### src/rtl/spi_rx_pkg.sv
// Shared types and sizing helpers for the SPI frame receiver.
package spi_rx_pkg;

  localparam int unsigned FRAME_BITS_DEF = 512;

  typedef enum logic [1:0] {
    IDLE  = 2'd0,
    SHIFT = 2'd1,
    DONE  = 2'd2
  } state_e;

  // Width of a counter that must be able to hold the value 'bits'.
  function automatic int unsigned cnt_width(input int unsigned bits);
    return $clog2(bits + 1);
  endfunction

endpackage

### src/rtl/spi_rx_sync.sv
// Input synchronizer for the SPI pins; the edge line also gets a rising-edge detector.
module spi_rx_sync #(
  parameter int unsigned WIDTH  = 2,
  parameter int unsigned STAGES = 2
) (
  input  logic             clk,
  input  logic             reset,
  input  logic             edge_i,
  input  logic [WIDTH-1:0] data_i,
  output logic [WIDTH-1:0] data_o,
  output logic             rise_o
);

  logic [STAGES-1:0] sck_q;
  logic              sck_d_q;
  logic [WIDTH-1:0]  data_q [STAGES];

  always_ff @(posedge clk or posedge reset) begin
    if (reset) begin
      sck_q   <= '0;
      sck_d_q <= 1'b0;
      for (int i = 0; i < STAGES; i++) data_q[i] <= '0;
    end else begin
      sck_q     <= {sck_q[STAGES-2:0], edge_i};
      sck_d_q   <= sck_q[STAGES-1];
      data_q[0] <= data_i;
      for (int i = 1; i < STAGES; i++) data_q[i] <= data_q[i-1];
    end
  end

  assign data_o = data_q[STAGES-1];
  assign rise_o = sck_q[STAGES-1] & ~sck_d_q;

endmodule

### src/rtl/spi_frame_receiver.sv
// SPI target capturing one MSB-first frame into a parallel register.
// Optional error strobe (abort / overrun) is built only when SPI_RX_ERR_EN is defined.
module spi_frame_receiver
  import spi_rx_pkg::*;
#(
  parameter int unsigned FRAME_BITS  = FRAME_BITS_DEF,
  parameter int unsigned SYNC_STAGES = 2
) (
  input  logic                  clk,
  input  logic                  reset,
  input  logic                  spi_sck,
  input  logic                  sdi,
  input  logic                  ce,
  output logic [FRAME_BITS-1:0] frame_data,
  output logic                  frame_valid,
  output logic                  busy,
  output logic                  frame_err,
  output logic [1:0]            dbg_state_o
);

  localparam int unsigned   CW          = cnt_width(FRAME_BITS);
  localparam int unsigned   SW          = cnt_width(SYNC_STAGES);
  localparam logic [CW-1:0] CNT_FULL    = CW'(FRAME_BITS);
  localparam logic [SW-1:0] SETTLE_FULL = SW'(SYNC_STAGES);

  logic ce_s, sdi_s, rise;

  spi_rx_sync #(
    .WIDTH  (2),
    .STAGES (SYNC_STAGES)
  ) u_sync (
    .clk    (clk),
    .reset  (reset),
    .edge_i (spi_sck),
    .data_i ({ce, sdi}),
    .data_o ({ce_s, sdi_s}),
    .rise_o (rise)
  );

  state_e                state_q;
  logic [CW-1:0]         cnt_q, cnt_d;
  logic [FRAME_BITS-1:0] shift_q, shift_d, frame_q;
  logic                  valid_q;
  logic                  armed_q;
  logic [SW-1:0]         settle_q;
  logic                  settled;

  assign shift_d = {shift_q[FRAME_BITS-2:0], sdi_s};
  assign cnt_d   = cnt_q + 1'b1;
  assign settled = (settle_q == SETTLE_FULL);

  // ce_s only means something once the synchronizer has refilled after reset;
  // a frame may start only after a genuine ce low has been seen, so a transfer
  // already in flight at reset release is never picked up in the middle.
  always_ff @(posedge clk or posedge reset) begin
    if (reset) begin
      state_q  <= IDLE;
      cnt_q    <= '0;
      shift_q  <= '0;
      frame_q  <= '0;
      valid_q  <= 1'b0;
      armed_q  <= 1'b0;
      settle_q <= '0;
    end else begin
      valid_q <= 1'b0;
      if (!settled) settle_q <= settle_q + 1'b1;
      if (settled && !ce_s) armed_q <= 1'b1;
      case (state_q)
        IDLE: begin
          cnt_q <= '0;
          if (ce_s && armed_q) state_q <= SHIFT;
        end
        SHIFT: begin
          if (!ce_s) begin
            state_q <= IDLE;
          end else if (rise) begin
            shift_q <= shift_d;
            cnt_q   <= cnt_d;
            if (cnt_d == CNT_FULL) begin
              frame_q <= shift_d;
              valid_q <= 1'b1;
              state_q <= DONE;
            end
          end
        end
        DONE: begin
          if (!ce_s) state_q <= IDLE;
        end
        default: state_q <= IDLE;
      endcase
    end
  end

`ifdef SPI_RX_ERR_EN
  logic err_q, ovr_q;

  // ovr_q remembers that the first overrun bit of this DONE window was flagged.
  always_ff @(posedge clk or posedge reset) begin
    if (reset) begin
      err_q <= 1'b0;
      ovr_q <= 1'b0;
    end else begin
      err_q <= 1'b0;
      if (state_q == SHIFT && !ce_s) err_q <= 1'b1;
      if (state_q == DONE && ce_s && rise && !ovr_q) err_q <= 1'b1;
      ovr_q <= (state_q == DONE) && (ovr_q || (ce_s && rise));
    end
  end

  assign frame_err = err_q;
`else
  assign frame_err = 1'b0;
`endif

  // frame_valid is a strobe with no back-pressure: the consumer must take
  // frame_data in the cycle it pulses, or later while it is held.
  assign frame_data  = frame_q;
  assign frame_valid = valid_q;
  assign busy        = (state_q == SHIFT);
  assign dbg_state_o = state_q;

endmodule

### config.mk
export PLATFORM = sky130hd
export DESIGN_NAME = spi_frame_receiver
export DESIGN_NICKNAME = d
export VERILOG_FILES = /design/src/rtl/spi_rx_pkg.sv /design/src/rtl/spi_rx_sync.sv /design/src/rtl/spi_frame_receiver.sv
export SDC_FILE = /design/constraint.sdc
export NUM_CORES = 2
export LEC_CHECK = 0
export BUFFER_PORTS_ARGS = -buffer_cell sky130_fd_sc_hd__buf_2
export CAP_MARGIN = 20
export CELL_PAD_IN_SITES_DETAIL_PLACEMENT = 2
export CELL_PAD_IN_SITES_GLOBAL_PLACEMENT = 2
export CORE_MARGIN = 4
export CORE_UTILIZATION = 42
export CTS_CLUSTER_DIAMETER = 30
export DETAILED_ROUTE_END_ITERATION = 10
export PLACE_DENSITY_LB_ADDON = 0.12
export SETUP_SLACK_MARGIN = 0.5
export SYNTH_ARGS = -nofsm -noshare
export SYNTH_HDL_FRONTEND = slang
export SYNTH_SLANG_ARGS = --single-unit
### constraint.sdc
create_clock -name clk -period 63 [get_ports clk]
set_clock_uncertainty 0.15 [all_clocks]
set_input_delay 3.15 -clock clk [delete_from_list [all_inputs] [get_ports clk]]
set_output_delay 3.15 -clock clk [all_outputs]
set_load 0.03 [all_outputs]
==> out/qor.yml <==
logic_synthesis:
  async_flop_share_pct: 100
  synth_area_mm2: 0.0410
  postSynthAreaPerCell_um2: 12.3
  synth_ff_type: "dfrtp_1"
  synthCells: 3350
  ys.warnings.count: 0
  ys_seq_elements: 1046
  ys_seq_area_share_pct: 63.8
  synth_enable_flop_cells: 0
  ys_types: 38
  syn_nets: 3358
sta:
  rsz0062_at_grt: "false"
  worst_pin_slew_ns: 1.15
  hold_viol: 0
  maxSlewHeadroom_pct: 23.3
  finalSetupViolCount: 0
  setup_tns_ns: 0
  period_share_pct: 8.56
  slew_violations: 0
  timing.fmax_ghz: 0.186
  min_period_ns: 5.39
  holdWs_ns: 0.213
cts:
  h-tree-depth: 4
  clockBufferDepth: 3
  postCtsSetupRepairBufs: 0
  clk_latency_ns: 0.79
  path_clk_slew_ns: 0.04
  clock-sinks: 1046
  numCtsBuffers: 234
  cts_resized: 0
  cts_tree: "yes"
  ctsHoldBuffers: 0
  root_buffer: "clkbuf_16"
layout:
  postLayoutCoreUtil_pct: 55.0
  drive_above_1_share_pct: 35.5
  layout_common_cells: "1,544 x nand2_1, 1,046 x dfrtp_1, 520 x buf_2"
  areaGrowthSynthToFinish_pct: 29.8
  nNetsFinal: 3964
  final_common_cell: "nand2_1"
  diodes: 0
floorplanning:
  ios: 522
  start_util_pct: 42.4
  core_mm2: 0.0969
  die_x_um: 321
  die-area_mm2: 0.103
  die_h_um: 321
  num_rows: 114
detailed_routing:
  wl_per_cell_um: 25.9
  viasPerCell: 5.08
  ant_nets: 0
  wl_um: 141000
  drtPass1Iterations: 5
  vias: 27600
  route.detailed.drc: 0
  drt-initial-drc-count: 1479
pwr:
  power.share.sequential_pct: 33.0
  clockPowerShare_pct: 65.9
  ir_worst_vdd_uv: 32.7
  p_int_mw: 1.61
  p_leak_nw: 29.4
  pwr-share-comb_pct: 1.1
  power.density_mw_per_mm2: 38.4
  netSwitchingFraction_pct: 21.6
  p_switching_mw: 0.442
global_routing:
  antenna_found_initial: 0
  grt_pass1_wl_um: 216000
  grt_max_degree: 198
  grt_pass1_vias: 33200
  grtUsageTotal_pct: 27.2
  overflow: 0
worst_setup_path:
  arrival_ns: 2.09
  cpMaxStageDelayCell: "nor2b_1"
  worstSetupPathType: "reg2out"
  path_cells: "nor2b_1 > buf_2"
  setup.worst_path.start_class: "flip-flop"
  cp_max_fo: 6
  slowest_delay_ns: 0.53
  crit_path_end_kind: "output pin"
  crit_required_ns: 59.70
place:
  gp_congestion: 0.766
  portBuffers: 520
  dp_hpwl_um: 71400
min_path:
  holdCritPathClass: "reg2reg"
flow_run:
  cap_viol_max_count: 0
run_status:
  outcome: "complete, no violations"
cells in the mapped netlist (2+ instances only):
library cell	instances	area share, %
inv_1	4	0.037
nor2b_1	2	0.030
nand3_1	3	0.037
clkbuf_1	111	1.0
and3_1	2	0.030
mux2_4	469	17
o31ai_1	4	0.073
nand4_1	4	0.061
xnor2_1	3	0.064
a21oi_1	3	0.037
buf_2	6	0.073
buf_6	55	1.5
dfrtp_1	1046	64
mux2_2	43	1.2
nand2_1	1544	14
nor2_1	5	0.046
ha_1	3	0.091
a21o_1	2	0.037
xor2_1	2	0.043
buf_1	6	0.055
and2_1	2	0.030
nor3_1	2	0.024
a31oi_1	2	0.030
o21ai_0	12	0.15
and4_4	2	0.055
cell type report:
type                    count  area, µm²
fillers                  8806      43500
flip-flops and latches   1046      26200
multi-input cells        2121      13800
clock buffers             303       6540
repair buffers            549       3060
clock inverters           135       2120
well taps                1276       1600
inverters                   4       22.5
logic make-up after synthesis:
group / Yosys count / share of synthesized area, %
simple gates: 1572 / 14.5
flops: 1046 / 63.8
mux: 512 / 18.3
buf+inv: 183 / 2.71
compound gates: 28 / 0.442
xor+xnor: 5 / 0.107
fa+ha+maj: 3 / 0.0915
other cells: 1 / 0.00914
critical path, delay by kind of cell, from the launching register on:
family	cells	cell delay, ns
and+or+nand+nor	1	0.53
buffers and inverters	1	0.37
DFF	1	0.42
stage by stage:
step,cells,power (mW),setup slack (ns),instance area (µm²)
floorplan,3350,0.702,30.26,41000
global placement,4989,0.708,56.12,44400
detailed placement,4989,0.709,55.96,44400
CTS,5427,2.07,56.80,53100
global route,5434,2.11,57.52,53300
finish,5434,2.05,57.61,53300
registers in the layout (all words and copies together) (netlist names):
register	count
settle_q	2
frame_valid	1
u_sync.data_q	2
u_sync.data_o	2
shift_q	511
armed_q	1
dbg_state_o	2
cnt_q	10
u_sync.sck_d_q	1
frame_data	512
u_sync.sck_q	2
final timing paths:
kind,end,slack (ns),depth (start not counted),startpoint
worst max-delay path,busy,57.61,2,dbg_state_o[0]
worst max register to register,frame_data[214],57.76,9,cnt_q[0]
max in group asynchronous,shift_q[255],57.90,5,reset
worst min-delay path,u_sync.data_o[1],0.21,0,u_sync.data_q[3]
worst min register to register,u_sync.data_o[1],0.21,0,u_sync.data_q[3]
min in group asynchronous,frame_data[52],2.13,2,reset
routing by layer:
metal / share of wire [%] / global-route usage [%] / vias to the layer above
li1: - / - / 12000
met1: 38 / 30.8 / 14700
met3: 5.0 / 6.69 / 242
met5: 0 / 0 / -
met2: 53 / 49.7 / 682
met4: 3.3 / 10.0 / 0
power by group through the flow:
stage	Sequential, mW	Combinational (mW)	Clock, mW
after global placement	0.686	0.0220	0
after detailed placement	0.686	0.0228	0
after global routing	0.675	0.0267	1.41
after floorplan	0.687	0.0152	0
final	0.676	0.0231	1.35
after CTS	0.676	0.0231	1.37
Power figures use the tool's default switching activity.
